**src/rtl/sd_cmd_responder_pkg.sv**
```systemverilog
// Shared types and constants for the SD card-side command responder.
package sd_cmd_responder_pkg;

    typedef enum logic [2:0] {
        StIdle,
        StRecv,
        StCheck,
        StWaitResp,
        StDelay,
        StSend
    } state_e;

    localparam int unsigned cCmdFrameLen = 48;
    localparam logic [6:0]  cCrc7Poly    = 7'h09;
    localparam logic [6:0]  cNoCrcField  = 7'h7F;

endpackage

```
**src/rtl/sd_cmd_responder_crc7_serial.sv**
```systemverilog
// Bit-serial CRC7 (x^7 + x^3 + 1) with zero seed; clear has priority over shift.
module crc7_serial
    import sd_cmd_responder_pkg::*;
(
    input  logic       clk,
    input  logic       rst_n,
    input  logic       clear,
    input  logic       shift_en,
    input  logic       data,
    output logic [6:0] crc
);

    logic [6:0] crc_q;
    logic       feedback;

    assign feedback = data ^ crc_q[6];

    always_ff @(posedge clk or negedge rst_n) begin
        if (!rst_n) begin
            crc_q <= '0;
        end else if (clear) begin
            crc_q <= '0;
        end else if (shift_en) begin
            crc_q <= {crc_q[5:0], 1'b0} ^ (feedback ? cCrc7Poly : 7'h00);
        end
    end

    assign crc = crc_q;

endmodule

```
**src/rtl/sd_cmd_responder.sv**
```systemverilog
// SD card-side CMD line engine: receives 48-bit command frames, checks them and
// sends the user's 48-bit response NCR cycles after the response handshake.
module sd_cmd_responder
    import sd_cmd_responder_pkg::*;
#(
    parameter int unsigned NCR          = 2,
    parameter int unsigned RESP_TIMEOUT = 64
) (
    input  logic        Clk,
    input  logic        nResetAsync,
    input  logic        CmdIn,
    output logic        CmdOut,
    output logic        CmdEn,
    output logic        CmdValid,
    output logic [5:0]  CmdIndex,
    output logic [31:0] CmdArg,
    output logic        CrcError,
    input  logic        RespValid,
    output logic        RespReady,
    input  logic        RespSkip,
    input  logic [5:0]  RespIndex,
    input  logic [31:0] RespArg,
    input  logic        RespNoCrc,
    output logic        RespTimeout,
    output logic        Busy
);

    localparam int unsigned FrameLen = cCmdFrameLen;
    localparam int unsigned CrcBits  = FrameLen - 8;
    localparam int unsigned CntMaxA  = (RESP_TIMEOUT > FrameLen) ? RESP_TIMEOUT : FrameLen;
    localparam int unsigned CntMax   = (NCR > CntMaxA) ? NCR : CntMaxA;
    localparam int unsigned CntW     = $clog2(CntMax + 1);

    state_e          state_q, state_d;
    logic [CntW-1:0] cnt_q, cnt_d;
    logic [45:0]     rx_sr_q;
    logic [39:0]     tx_sr_q;
    logic            no_crc_q;
    logic            cmd_valid_q;
    logic            crc_err_q;
    logic [5:0]      index_q;
    logic [31:0]     arg_q;
    logic [6:0]      crc_rx;
    logic [6:0]      crc_tx;
    logic [6:0]      crc_field;
    logic [2:0]      crc_idx;
    logic            rx_last;
    logic            frame_ok;
    logic            handshake;
    logic            wait_expired;
    logic            tx_bit;

    // Frame bits 47..8 feed the CRC; the zero start bit leaves a cleared CRC at zero.
    crc7_serial u_crc_rx (
        .clk      (Clk),
        .rst_n    (nResetAsync),
        .clear    (state_q == StIdle),
        .shift_en ((state_q == StRecv) && (cnt_q < CntW'(CrcBits - 1))),
        .data     (CmdIn),
        .crc      (crc_rx)
    );

    crc7_serial u_crc_tx (
        .clk      (Clk),
        .rst_n    (nResetAsync),
        .clear    (state_q != StSend),
        .shift_en ((state_q == StSend) && (cnt_q < CntW'(CrcBits))),
        .data     (tx_sr_q[39]),
        .crc      (crc_tx)
    );

    // The decision is taken as the end bit arrives so CHECK already shows the new fields.
    assign rx_last      = (state_q == StRecv) && (cnt_q == CntW'(FrameLen - 2));
    assign frame_ok     = rx_sr_q[45] && (crc_rx == rx_sr_q[6:0]) && CmdIn;
    assign handshake    = (state_q == StWaitResp) && RespValid && !RespSkip;
    assign wait_expired = (cnt_q == CntW'(RESP_TIMEOUT - 1));

    always_comb begin
        state_d = state_q;
        cnt_d   = cnt_q + CntW'(1);
        unique case (state_q)
            StIdle: begin
                cnt_d = '0;
                if (!CmdIn) state_d = StRecv;
            end
            StRecv: begin
                if (rx_last) begin
                    state_d = StCheck;
                    cnt_d   = '0;
                end
            end
            StCheck: begin
                cnt_d   = '0;
                state_d = cmd_valid_q ? StWaitResp : StIdle;
            end
            StWaitResp: begin
                if (RespSkip || handshake || wait_expired) begin
                    cnt_d   = '0;
                    state_d = handshake ? StDelay : StIdle;
                end
            end
            StDelay: begin
                if (cnt_q == CntW'(NCR - 2)) begin
                    state_d = StSend;
                    cnt_d   = '0;
                end
            end
            StSend: begin
                if (cnt_q == CntW'(FrameLen - 1)) begin
                    state_d = StIdle;
                    cnt_d   = '0;
                end
            end
            default: begin
                state_d = StIdle;
                cnt_d   = '0;
            end
        endcase
    end

    always_ff @(posedge Clk or negedge nResetAsync) begin
        if (!nResetAsync) begin
            state_q     <= StIdle;
            cnt_q       <= '0;
            rx_sr_q     <= '0;
            tx_sr_q     <= '0;
            no_crc_q    <= 1'b0;
            cmd_valid_q <= 1'b0;
            crc_err_q   <= 1'b0;
            index_q     <= '0;
            arg_q       <= '0;
        end else begin
            state_q     <= state_d;
            cnt_q       <= cnt_d;
            cmd_valid_q <= rx_last && frame_ok;
            crc_err_q   <= rx_last && !frame_ok;
            if (state_q == StRecv) rx_sr_q <= {rx_sr_q[44:0], CmdIn};
            if (rx_last && frame_ok) begin
                index_q <= rx_sr_q[44:39];
                arg_q   <= rx_sr_q[38:7];
            end
            if (handshake) begin
                tx_sr_q  <= {2'b00, RespIndex, RespArg};
                no_crc_q <= RespNoCrc;
            end else if ((state_q == StSend) && (cnt_q < CntW'(CrcBits))) begin
                tx_sr_q <= {tx_sr_q[38:0], 1'b0};
            end
        end
    end

    assign crc_field = no_crc_q ? cNoCrcField : crc_tx;
    assign crc_idx   = 3'(CntW'(FrameLen - 2) - cnt_q);

    always_comb begin
        tx_bit = 1'b1;
        if (cnt_q < CntW'(CrcBits)) begin
            tx_bit = tx_sr_q[39];
        end else if (cnt_q < CntW'(FrameLen - 1)) begin
            tx_bit = crc_field[crc_idx];
        end
    end

    assign CmdEn       = (state_q == StSend);
    assign CmdOut      = CmdEn ? tx_bit : 1'b1;
    assign CmdValid    = cmd_valid_q;
    assign CrcError    = crc_err_q;
    assign CmdIndex    = index_q;
    assign CmdArg      = arg_q;
    assign RespReady   = (state_q == StWaitResp);
    assign RespTimeout = (state_q == StWaitResp) && !RespSkip && !RespValid && wait_expired;
    assign Busy        = (state_q != StIdle);

endmodule

```
**config.mk**
```make
export PLATFORM = sky130hd
export DESIGN_NAME = sd_cmd_responder
export DESIGN_NICKNAME = d
export VERILOG_FILES = /design/src/rtl/sd_cmd_responder_pkg.sv /design/src/rtl/sd_cmd_responder_crc7_serial.sv /design/src/rtl/sd_cmd_responder.sv
export SDC_FILE = /design/constraint.sdc
export NUM_CORES = 1
export LEC_CHECK = 0
export ABC_AREA = 1
export CAP_MARGIN = 5
export CELL_PAD_IN_SITES_DETAIL_PLACEMENT = 0
export CELL_PAD_IN_SITES_GLOBAL_PLACEMENT = 1
export CORE_ASPECT_RATIO = 0.7
export CORE_MARGIN = 4
export CORE_UTILIZATION = 37
export DETAILED_ROUTE_END_ITERATION = 8
export MAX_ROUTING_LAYER = met4
export PLACE_DENSITY_LB_ADDON = 0.1
export SETUP_SLACK_MARGIN = 0.5
export SLEW_MARGIN = 0
export SYNTH_ARGS = -nofsm -noshare
export SYNTH_HDL_FRONTEND = slang
export SYNTH_SLANG_ARGS = --single-unit
```
**constraint.sdc**
```tcl
create_clock -name Clk -period 1.7 [get_ports Clk]
set_input_delay 0.425 -clock Clk [delete_from_list [all_inputs] [get_ports Clk]]
set_output_delay 0.425 -clock Clk [all_outputs]
set_load 0.05 [all_outputs]
```
; Yosys cells after proc, flatten, opt, wreduce, memory -nomap -nowiden
; Cells that the tools add are included.
[word_totals]
reg_bits = 151
latchBits = 0
mem_bits_rw = 0
mem_bits_ro = 0
inputBits = 44
memories = 0
[op_classes]
n_addsub = 2
mul = 0
div_mod_pow = 0
order_cmp = 4
eq_ne = 15
shifts = 0
mux = 27
n_bitwise = 4
n_reduce_logical = 24
[ops]
columns = op, count
row1 = 40-bit two-way mux, 2
row2 = 7-bit two-way mux, 9
row3 = 7-bit one-hot mux with 4 select lines, 1
row4 = "7-bit by 6-bit equality test with 1-bit output, second input constant", 3
row5 = "7-bit by 6-bit < comparator with 1-bit output, second input constant", 3
row6 = 3-bit two-way mux, 6
row7 = 3-bit one-hot mux with 6 select lines, 1
row8 = 7-bit XOR, 2
row9 = 1-bit logical AND, 12
row10 = 4-bit two-way mux, 2
row11 = "7-bit by 1-bit adder with 7-bit output, second input constant", 1
row12 = 7-bit equality test, 1
row13 = 7-bit zero test, 1
row14 = "3-bit by 2-bit equality test with 1-bit output, second input constant", 2
row15 = "3-bit equality test, second input constant", 2
row16 = "2-bit != test, second input constant", 3
row17 = 2-bit nonzero test, 3
row18 = 5-bit AND reduction, 1
row19 = "3-bit by 4-bit < comparator with 1-bit output, second input constant", 1
row20 = 1-bit two-way mux, 4
row21 = "2-bit by 1-bit != test with 1-bit output, second input constant", 2
row22 = 1-bit binary-select mux with 3-bit select, 1
row23 = "3-bit by 1-bit equality test with 1-bit output, second input constant", 1
row24 = 1-bit zero test, 3
row25 = 7 further kinds, 9

; Longest topological paths before layout
; Gate-level depths: netlist of run 1.
[depth]
word_depth = 7
mapped_depth = 11
depth_no_buf = 11

; By module
; From an unflattened synthesis of run 1, not the netlist that was laid out.
[unflattened]
hier_cells = 778
hier_area_um2 = 6527.5
[by_module_without_submodules]
columns = module, n_inst, cells_each, area_per_inst_um2, seq_area_each_um2
row1 = sd_cmd_responder, 1, 706, 5901.9, 3428.3
row2 = crc7_serial, 2, 36, 312.8, 175.2

; Worst setup path before layout of run 1
; Ideal clock, no wire load.
[synth_path]
kind = reg2out
start = register state_q[0]
end = output RespTimeout
arrival_ps = 2032
required_time_ps = 1275
path_slack_ps = -757
stages_incl_launch_ff = 5
path_buffers = 0
path_cell_list = dfrtp_1 nand2_1 nor2_1 nand3_1 nor2_1
[synth_via]
elab_chain_len = 4
[synth_lines]
columns = item, line_no
row1 = start: declaration, sd_cmd_responder.sv:34  ; state_e state_q, state_d;
row2 = start signal: assignment, sd_cmd_responder.sv:123  ; state_q <= StIdle;
row3 = start signal: assignment, sd_cmd_responder.sv:133  ; state_q <= state_d;
row4 = 3-bit by 2-bit equality test with 1-bit output, n/a
row5 = via RespReady, sd_cmd_responder.sv:19  ; output logic RespReady,
row6 = 1-bit logical AND (3 in series), sd_cmd_responder.sv:170  ; assign RespTimeout = (state_q == StWaitResp) && !RespSkip && !RespValid && wait_expired;
row7 = end: declaration, sd_cmd_responder.sv:24  ; output logic RespTimeout,
; The timed path passes the listed nets, and every way through them passes these cells.

; Worst setup path after layout of run 1
[layout_path]
start = register cnt_q[0]
end = output CmdOut
[layout_via]
elab_chain_len = 6
word_cells_on_any_way = 8
classes_between = add/sub (1) / order compare (2) / mux (5)
[layout_lines]
columns = item, line_no
row1 = start: declaration, sd_cmd_responder.sv:35  ; logic [CntW-1:0] cnt_q, cnt_d;
row2 = start signal: assignment, sd_cmd_responder.sv:134  ; cnt_q <= cnt_d;
row3 = 3-bit subtractor, sd_cmd_responder.sv:152  ; assign crc_idx = 3'(CntW'(FrameLen - 2) - cnt_q);
row4 = 1-bit binary-select mux with 3-bit select, sd_cmd_responder.sv:159  ; tx_bit = crc_field[crc_idx];
row5 = 1-bit two-way mux (implied by the code), sd_cmd_responder.sv:159
row6 = 1-bit two-way mux, sd_cmd_responder.sv:158  ; end else if (cnt_q < CntW'(FrameLen - 1)) begin
row7 = 1-bit two-way mux (*), sd_cmd_responder.sv:156  ; if (cnt_q < CntW'(CrcBits)) begin
row8 = 1-bit two-way mux (*), sd_cmd_responder.sv:164  ; assign CmdOut = CmdEn ? tx_bit : 1'b1;
row9 = end: declaration, sd_cmd_responder.sv:12  ; output logic CmdOut,
; Mark *: on every way between the ends. The rest lies on a longest branch, timed or not. The select of a mux whose other input is x is not followed.

==> metrics.csv, run 1 <==
stage,metric,value,unit
run_status,status,finished with violations,
run_status,violations,setup timing,
grt,grt_pass1_vias,5830,
synth,syn_inst,768,
sta,fin_crit_sh,135,%
route,drtIter0Drc,435,
route,antenna_left,0,
job,max-cap-violations,0,
floorplan,start_util,37.8,%
route,vias,5958,
cells_and_area,finalNonFillerCells,1225,
floorplan,die_h,119,um
placement,dp_cells,1102,
synth,synth_top_cell_area_share,58.1,%
sta,clock.fmax,437,MHz
sta,timing.final.ws_setup,-0.587,ns
cells_and_area,drive_above_1_share,38.6,%
cts,cts_buffer_depth,2,
cells_and_area,final_cell_mix,"262 x nand2_1, 145 x dfrtp_1, 60 x buf_4",
cts,clkSlewWorstSetupHoldPaths,0.07,ns
cells_and_area,layout.nets,1029,
grt,grt_max_degree,48,
sta,setup_viol,53,
route,drt-vias-per-instance,4.86,
sta,finalHoldViolCount,0,
synth,avgSynthCellArea,8.47,um^2
pwr,leakage,5.52,nW
setup_path,required,1.27,ns
floorplan,die_w,166,um
pwr,powerDensity,701,nW/um^2
setup_path,r2r_slack,-0.41,ns
pwr,ir_drop,599,uV
grt,grt_overflow,0,
synth,synthTopCellsByArea,"dfrtp_1 58%, nand2_1 19%, nand3_1 6.3%",
synth,ys_types,31,
synth,synth_top_area_cell,dfrtp_1,
cells_and_area,diodes,0,
synth,yosysWarnings,0,
route,first_pass_iters,5,
floorplan,ios,89,
cts,clock-sinks,151,
sta,finClkSkew,0.0125,ns
grt,antenna_found_initial,0,
worst_hold_path,min_from,tx_sr_q[27],
floorplan,std_cell_rows,40,
route,wl,20400,um
pwr,total_power,7.70,mW
setup_path,critPathMaxFanout,4,
sta,maxSlewHeadroom,67.2,%
setup_path,cp-startpoint,cnt_q[0],
route,drc,0,
sta,worst_pin_slew,0.492,ns
grt,track_usage,20.0,%
setup_path,crit_path_start_kind,flip-flop,
cts,tritoncts,done,
cells_and_area,final_core_util,63.9,%
synth,synth-seq-cells,151,
synth,syn_nets,815,
placement,gp_congestion,0.805,
placement,dp_hpwl,10900,um
synth,seq_area_frac_synth,58.1,%
floorplan,dieArea,19800,um^2
setup_path,regToRegStartpoint,cnt_q[0],
worst_hold_path,holdCritPathClass,flip-flop to flip-flop,
sta,tns,-17.81,ns
setup_path,crit_path_end_kind,output pin,
cts,clock_latency,0.43,ns
floorplan,core,17200,um^2
grt,grt_pass1_wl,30900,um
sta,rsz0062_at_grt,true,
cts,cts_made_buffers,17,
placement,place_area,8190,um^2
cts,cts-root-buf,clkbuf_16,
sta,period_minus_slack,2.29,ns
setup_path,crit_arrival,1.86,ns
cells_and_area,final_cell_area,11000,um^2
setup_path,path_class,flip-flop to output pin,
route,wire_per_inst,16.7,um
cells_and_area,final_common_cell,nand2_1,
synth,syn_area,6500,um^2
cts,htreeDepth,4,
placement,port_buffers,88,
sta,final_max_slew_viol_count,0,
cells_and_area,area_growth,69.1,%
==> sequential cells by signal (all words and copies together) (netlist names) <==
register / count
CrcError: 1
u_crc_tx.crc: 7
CmdValid: 1
rx_sr_q: 46
state_q: 3
no_crc_q: 1
cnt_q: 7
CmdArg: 32
u_crc_rx.crc: 7
tx_sr_q: 40
CmdIndex: 6
==> metrics by stage <==
stage / setup slack, ns / hold WS [ns]
floorplan: -0.104 / 0.129
global placement: -0.223 / 0.412
detailed placement: -0.251 / 0.407
CTS: -0.610 / 0.485
global route: -0.647 / 0.503
finish: -0.587 / 0.483
==> cells in the mapped netlist, drive strengths merged <==
cell type,count
o211ai,5
o31ai,1
nor3,2
xnor2,1
buf,25
o21bai,1
a21oi,6
o21ai,31
ha,3
dfrtp,151
a31oi,1
xor2,8
nand3,83
nand4,1
clkbuf,7
o22ai,11
nor2,44
nand2,341
inv,46
==> worst max-delay path, cell delays in order, from the launching register on <==
cell	delay, ns
dfrtp_2	0.43
inv_2	0.09
ha_4	0.21
inv_4	0.06
o21ai_2	0.05
a21oi_2	0.12
o21bai_2	0.11
a21oi_4	0.20
buf_12	0.16
==> layer usage <==
metal  vias to the layer above  global-route usage, %  routed length [um]
li1                       2883                      -                   -
met5                         -                      -                   0
met3                        21                   4.18                 820
met2                       115                   28.5                9250
met1                      2939                   29.3               10100
met4                         0                   5.06                 226
==> report_power, final <==
part	internal (mW)	total, mW	leakage, nW	switching (mW)
combinational	0.208	0.444	3.23	0.236
clock	1.96	3.54	0.256	1.59
sequential	3.68	3.72	2.04	0.0419
total	5.84	7.70	5.52	1.86
==> cell type report <==
cell class	count	area (um^2)
Multi-Input combinational cell	539	3070
Clock buffer	19	453
Clock inverter	12	97.6
Tap cell	231	289
Sequential cell	151	3790
Fill cell	1386	6220
Timing Repair inverter	5	70.1
Inverter	46	279
Timing Repair Buffer	222	2950
==> what timing repair did <==
action	in CTS	in global routing
gates cloned	16	14
endpoints found under the hold margin	42	0
endpoints found under the setup margin	195	196
gates resized for setup	85	196
buffers inserted	20	41
hold buffers	1	0
pin swaps	48	40
==> kinds of logic (layout without fill, tap and decap cells) <==
family	count (synthesis)	count (layout)	share of synthesized area, %
compound gates	56	56	4.89
xor+xnor	9	9	1.21
fa+ha+maj	3	3	0.577
buf+inv	78	304	5.68
flops	151	151	58.1
simple gates	471	471	29.5
==> final timing paths <==
kind | cells after the start | end
setup / recovery | 8 | CmdOut
hold / removal | 2 | tx_sr_q[27]
setup reg to reg | 15 | CmdArg[14]
hold reg to reg | 2 | tx_sr_q[27]
max in group asynchronous | 3 | CmdArg[13]
min in group asynchronous | 2 | u_crc_tx.crc[3]
(Power assumes the default switching activity.)
==> run 2: changes to the inputs <==
--- a/config.mk
+++ b/config.mk
@@ -11,7 +11,7 @@
 export CELL_PAD_IN_SITES_GLOBAL_PLACEMENT = 1
 export CORE_ASPECT_RATIO = 0.7
 export CORE_MARGIN = 4
-export CORE_UTILIZATION = 37
+export CORE_UTILIZATION = 25
 export DETAILED_ROUTE_END_ITERATION = 8
 export MAX_ROUTING_LAYER = met4
 export PLACE_DENSITY_LB_ADDON = 0.1
==> run 2 against run 1 <==
  * The run still ends with setup timing left
  * Combinational power is 9.0% lower
  * Flip-flop and latch count stayed put
  * Via count is 4.6% lower
  * Clock power is 9.3% higher
  * Count of clock-buffer cells in the layout is 1 lower
  * Worst hold slack worse by 0.019 ns
  * Sequential share of layout area is 0.77 points higher
  * Critical endpoint unchanged
==> metrics.csv, run 2 (synthesized netlist as in run 1, its figures left out) <==
stage,metric,value,unit,change
sta,timing.final.ws_setup,-0.604,ns,-0.0163 ns
setup_path,path_class,flip-flop to output pin,,
cts,htreeDepth,4,,unchanged
setup_path,r2r_slack,-0.12,ns,+0.29 ns
placement,dp_hpwl,12200,um,+12%
grt,grt_max_degree,41,,-15%
sta,finalHoldViolCount,0,,unchanged
grt,track_usage,14.1,%,-5.9 points
route,wire_per_inst,15.8,um,-5.4%
cells_and_area,fillerInstances,2495,,+80%
job,max-cap-violations,0,,unchanged
floorplan,die_h,143,um,+20%
setup_path,crit_path_end_kind,output pin,,
route,vias,5684,,-4.6%
grt,antenna_found_initial,0,,unchanged
cells_and_area,multi_input_area,3130,um^2,+2.2%
placement,dp_cells,1208,,+9.6%
setup_path,cp_common_cell,inv_2,,
cells_and_area,largest_reg_flops,46,,unchanged
pwr,pwr-share-clk,48.5,%,+2.5 points
pwr,p_seq_share,46.5,%,-1.8 points
cells_and_area,regArea,3780,um^2,about the same
route,wl_met3,570,um,-30%
route,drc,0,,unchanged
pwr,powerDensity,744,nW/um^2,+6.1%
route,first_pass_iters,4,,-1
sta,rsz0062_at_grt,true,,
floorplan,start_util,25.4,%,-12 points
sta,setup_viol,51,,-3.8%
grt,grt_pass1_wl,31200,um,+1.2%
sta,fin_hold_ws,0.464,ns,-0.0188 ns
run_status,status,finished with violations,,
cells_and_area,layout.nets,999,,-2.9%
sta,maxSlewHeadroom,73.6,%,+6.4 points
sta,worst_pin_slew,0.394,ns,-0.0978 ns
cells_and_area,diodes,0,,unchanged
pwr,p_int,6.06,mW,+3.8%
floorplan,dieArea,28700,um^2,+45%
cells_and_area,area_growth,65.3,%,
setup_path,cp-startpoint,cnt_q[0],,
cts,cts_buffer_depth,2,,unchanged
pwr,pwr-share-comb,5.1,%,-0.7 points
sta,fin_crit_sh,136,%,+0.96 points
setup_path,regToRegStartpoint,cnt_q[0],,
cells_and_area,regMostFlops,rx_sr_q,,
route,wl_met2,8870,um,-4.2%
placement,gp_congestion,0.811,,+0.67%
setup_path,r2r_cells,12,,-3
route,wl_met1,10700,um,+6.1%
floorplan,std_cell_rows,49,,+23%
cts,clock_latency,0.43,ns,about the same
grt,grt_pass1_vias,5582,,-4.3%
pwr,p_switching,1.93,mW,+3.7%
cts,clock-sinks,151,,unchanged
setup_path,crit_path_start_kind,flip-flop,,
cts,cts-root-buf,clkbuf_16,,
setup_path,crit_path_end,CmdOut,,
setup_path,cp_cell_sequence,inv_2 -> ha_4 -> inv_2 -> o21ai_1 -> a21oi_1 -> o21bai_1 -> a21oi_4 -> buf_12,,
cts,tritoncts,done,,
route,wl,20400,um,about the same
placement,port_buffers,88,,unchanged
cells_and_area,drive_above_1_share,36.9,%,-1.7 points
floorplan,core,25600,um^2,+49%
cts,clkSlewWorstSetupHoldPaths,0.07,ns,about the same
floorplan,die_w,201,um,+21%
route,drt-vias-per-instance,4.39,,-9.8%
setup_path,cp_slowest_cell,dfrtp_2,,
setup_path,cp_slowest_stage_delay,0.44,ns,about the same
route,antenna_left,0,,unchanged
route,top_layer_used,met4,,
pwr,leakage,5.57,nW,+0.99%
cells_and_area,final_cell_mix,"260 x nand2_1, 146 x dfrtp_1, 57 x buf_4",,
setup_path,r2r-end,cnt_q[6],,
setup_path,required,1.27,ns,about the same
setup_path,crit_arrival,1.88,ns,+0.02 ns
sta,clock.fmax,434,MHz,-0.71%
floorplan,ios,89,,unchanged
run_status,violations,setup timing,,
sta,finClkSkew,0.0136,ns,+0.00110 ns
cts,cts_made_buffers,17,,unchanged
grt,grt_overflow,0,,unchanged
route,drtIter0Drc,250,,-43%
cells_and_area,finalNonFillerCells,1296,,+5.8%
setup_path,critPathMaxFanout,4,,unchanged
pwr,swShare,24.2,%,about the same
worst_hold_path,holdCritPathClass,input port to asynchronous set/reset pin,,
pwr,ir_drop,511,uV,-15%
sta,final_max_slew_viol_count,0,,unchanged
sta,period_minus_slack,2.30,ns,+0.0163 ns
cells_and_area,final_common_cell,nand2_1,,
## run 2: changes by cell type in the layout (fill, tap and decap cells not counted), sizes merged, moves of 2 or more
cell / change
bufinv: +2
clkinv: -3
buf: -26
inv: +2
clkbuf: -2
## run 2: layout make-up
cell class                 count  area share [%]
sequential                   151            35.2
inverter                      46            2.29
clock buffer                  18            3.99
timing repair inverter         3           0.407
tap                          331            3.85
clock inverter                14            1.51
timing repair buffer         194            23.6
multi-input combinational    539            29.2
## run 2: critical path: cells and delay by family, from the launching register on
family	cells	cell delay, ns
compound gates	4	0.51
fa+ha+maj	1	0.20
buf+inv	3	0.31
flops	1	0.44
## run 2: what timing repair did
action,4_1_cts,5_1_grt
setup endpoints to repair,196,196
gates cloned,9,9
endpoints found under the hold margin,24,0
gates resized for setup,89,157
pin swaps,14,21
setup buffers,12,25
hold buffers,1,0
## run 2: metal layers
layer / vias to the layer above / track usage [%]
li1: 2812 / -
met1: 2793 / 20.6
met2: 61 / 20.0
met3: 18 / 2.95
met4: 0 / 3.69
met5: - / -
## run 2: worst min path at each step
stage,end,slack [ns],start,cells after the start
after floorplan,CmdArg[0],0.13,nResetAsync,0
after global placement,u_crc_rx.crc[5],0.34,nResetAsync,1
after detailed placement,CmdArg[0],0.34,nResetAsync,1
after CTS,cnt_q[4],0.46,nResetAsync,2
after global routing,cnt_q[4],0.49,nResetAsync,2
final,cnt_q[4],0.46,nResetAsync,2
## run 2: through the flow
stage / TNS (ns) / cell area, um^2 / power, mW / worst slack [ns] / util (%)
global placement: -11.62 / 8530 / 4.16 / -0.295 / 33.3
CTS: -2.35 / 9690 / 8.10 / -0.609 / 37.8
detailed placement: -12.65 / 8530 / 4.16 / -0.325 / 33.3
finish: -3.46 / 10700 / 7.99 / -0.604 / 41.9
floorplan: -0.104 / 6750 / 3.91 / -0.104 / -
global route: -7.86 / 10700 / 8.34 / -0.680 / 41.9
## run 2: power groups by stage
stage               sequential [mW]  combinational (mW)  clock, mW
detailed placement             3.78               0.382          0
global placement               3.78               0.377          0
finish                         3.71               0.404       3.87
global route                   3.72               0.462       4.16
floorplan                      3.77               0.136          0
CTS                            3.71               0.386       4.01
==> run 3: changes to the inputs <==
--- a/config.mk
+++ b/config.mk
@@ -11,10 +11,11 @@
 export CELL_PAD_IN_SITES_GLOBAL_PLACEMENT = 1
 export CORE_ASPECT_RATIO = 0.7
 export CORE_MARGIN = 4
-export CORE_UTILIZATION = 25
+export CORE_UTILIZATION = 30
 export DETAILED_ROUTE_END_ITERATION = 8
 export MAX_ROUTING_LAYER = met4
 export PLACE_DENSITY_LB_ADDON = 0.1
+export RECOVER_POWER = 100
 export SETUP_SLACK_MARGIN = 0.5
 export SLEW_MARGIN = 0
 export SYNTH_ARGS = -nofsm -noshare
==> run 3 against run 2 <==
  * The run still ends with setup timing left
  * Sequential share of layout area shrank 1.4 points
  * Die area shrank 16%
  * Total power grew 2.5%
  * Critical path depth is the same
  * Register-to-register slack lost 0.22 ns
  * Combinational power grew 12%
  * Sequential power is essentially flat
  * Cell count shrank 2.2%
  * Core utilization grew 11 points
  * Global-route usage grew 3.0 points
  * Clock skew shrank 0.0031 ns
  * Critical path type unchanged
  * Largest power group unchanged
==> metrics.csv, run 3 (synthesized netlist as in run 1, its figures left out) <==
stage,metric,value,unit,change
floorplan,std_cell_rows,44,,-10%
placement,dp_hpwl,11700,um,-4.3%
floorplan,die_w,184,um,-8.4%
setup_path,crit_path_start_kind,flip-flop,,
grt,grt_overflow,0,,unchanged
sta,finClkSkew,0.0105,ns,-0.00309 ns
grt,grt_max_degree,40,,-2.4%
sta,setup_viol,121,,+140%
sta,period_minus_slack,2.26,ns,-0.0424 ns
floorplan,start_util,30.9,%,+5.5 points
cells_and_area,layout.nets,1025,,+2.6%
worst_hold_path,min_path_cells,2,,
cells_and_area,area_growth,72.4,%,
sta,clock.fmax,442,MHz,+1.9%
job,max-cap-violations,0,,unchanged
cts,clock_latency,0.43,ns,about the same
placement,gp_congestion,0.786,,-3.0%
grt,track_usage,17.2,%,+3.0 points
setup_path,crit_path_end_kind,output pin,,
sta,rsz0062_at_grt,true,,
route,drt-vias-per-instance,4.63,,+5.5%
cells_and_area,drive_above_1_share,47.5,%,+11 points
sta,worst_pin_slew,1.06,ns,+0.668 ns
cts,cts_made_buffers,17,,unchanged
floorplan,core,21000,um^2,-18%
route,wl,20700,um,+1.1%
cells_and_area,fillerInstances,1913,,-23%
cells_and_area,final_cell_area,11200,um^2,+4.3%
route,drtIter0Drc,277,,+11%
route,drc,0,,unchanged
route,vias,5860,,+3.1%
cts,cts_buffer_depth,2,,unchanged
cells_and_area,largest_reg_flops,46,,unchanged
sta,finalHoldViolCount,0,,unchanged
worst_hold_path,holdCritPathClass,flip-flop to flip-flop,,
cells_and_area,final_common_cell,nand2_1,,
floorplan,ios,89,,unchanged
placement,pre_cts_ws,-0.232,ns,+0.0928 ns
floorplan,die_h,131,um,-8.2%
setup_path,required,1.27,ns,about the same
pwr,leakage,6.11,nW,+9.7%
run_status,status,finished with violations,,
route,first_pass_iters,4,,unchanged
route,antenna_left,0,,unchanged
cts,tritoncts,done,,
route,wire_per_inst,16.3,um,+3.4%
sta,fin_crit_sh,133,%,-2.5 points
pwr,ir_drop,668,uV,+31%
grt,antenna_found_initial,0,,unchanged
grt,grt_pass1_wl,32200,um,+3.0%
sta,timing.final.ws_setup,-0.561,ns,+0.0424 ns
sta,final_max_slew_viol_count,0,,unchanged
setup_path,path_class,flip-flop to output pin,,
run_status,violations,setup timing,,
floorplan,dieArea,24100,um^2,-16%
pwr,powerDensity,731,nW/um^2,-1.7%
cts,htreeDepth,4,,unchanged
setup_path,critPathMaxFanout,4,,unchanged
sta,maxSlewHeadroom,29.2,%,-44 points
placement,port_buffers,88,,unchanged
cells_and_area,multi_input_area,3610,um^2,+15%
cts,cts-root-buf,clkbuf_16,,
cts,clkSlewWorstSetupHoldPaths,0.06,ns,about the same
cells_and_area,diodes,0,,unchanged
setup_path,r2r_cells,14,,+2
grt,grt_pass1_vias,5840,,+4.6%
cts,clock-sinks,151,,unchanged
cells_and_area,regMostFlops,rx_sr_q,,
cells_and_area,regArea,3780,um^2,unchanged
cells_and_area,final_cell_mix,"201 x nand2_1, 146 x dfrtp_1, 74 x nand2_2",,
setup_path,crit_arrival,1.84,ns,-0.04 ns
placement,place_area,8260,um^2,-3.1%
run 3: stage by stage:
stage	setup TNS (ns)	hold slack, ns	utilization [%]	instances	power (mW)
after CTS	-10.83	0.486	49.2	1231	8.26
after floorplan	-0.104	0.129	-	768	3.91
final	-18.95	0.483	53.3	1267	8.19
after detailed placement	-10.57	0.363	39.3	1150	4.16
after global placement	-10.79	0.361	39.3	1150	4.16
after global routing	-30.42	0.508	53.3	1267	8.52
run 3: worst paths after layout:
kind	from	end	slack, ns
max	cnt_q[0]	CmdOut	-0.56
min in group asynchronous	nResetAsync	u_crc_tx.crc[3]	0.72
min	CmdArg[16]	CmdArg[16]	0.48
max in group asynchronous	nResetAsync	tx_sr_q[2]	0.12
min reg2reg	CmdArg[16]	CmdArg[16]	0.48
max reg2reg	cnt_q[0]	CmdArg[23]	-0.34
run 3: routing by layer:
metal	global-route usage [%]	vias up	share of wire (%)
met4	4.02	0	1.2
met5	-	-	0
met3	3.70	20	3.9
li1	-	2865	-
met2	23.3	86	45
met1	26.1	2889	50
run 3: worst max-delay path: stages (launching register included):
cell      delay (ns)
dfrtp_2         0.43
inv_2           0.09
ha_4            0.21
inv_4           0.07
o21ai_2         0.05
a21oi_2         0.12
o21bai_2        0.11
a21oi_4         0.19
buf_12          0.15
run 3: what timing repair did:
item | CTS | global route
hold buffers | 1 | 0
endpoints found under the hold margin | 30 | 0
cloned | 14 | 11
gates resized for setup | 208 | 223
setup buffers | 34 | 25
endpoints found under the setup margin | 194 | 196
pin swaps | 64 | 93
run 3: area by class of cell:
| cell class | count | area share [%] |
|---|---|---|
| Clock buffer | 22 | 3.96 |
| Clock inverter | 10 | 1.52 |
| Inverter | 46 | 2.22 |
| Multi-Input combinational cell | 539 | 32.2 |
| Sequential cell | 151 | 33.8 |
| Tap cell | 276 | 3.08 |
| Timing Repair Buffer | 220 | 22.9 |
| Timing Repair inverter | 3 | 0.402 |
run 3: power by group:
| part | internal, mW | leakage [nW] | switching (mW) |
|---|---|---|---|
| clock | 2.47 | 0.289 | 1.55 |
| combinational | 0.198 | 3.78 | 0.253 |
| sequential | 3.68 | 2.04 | 0.0435 |
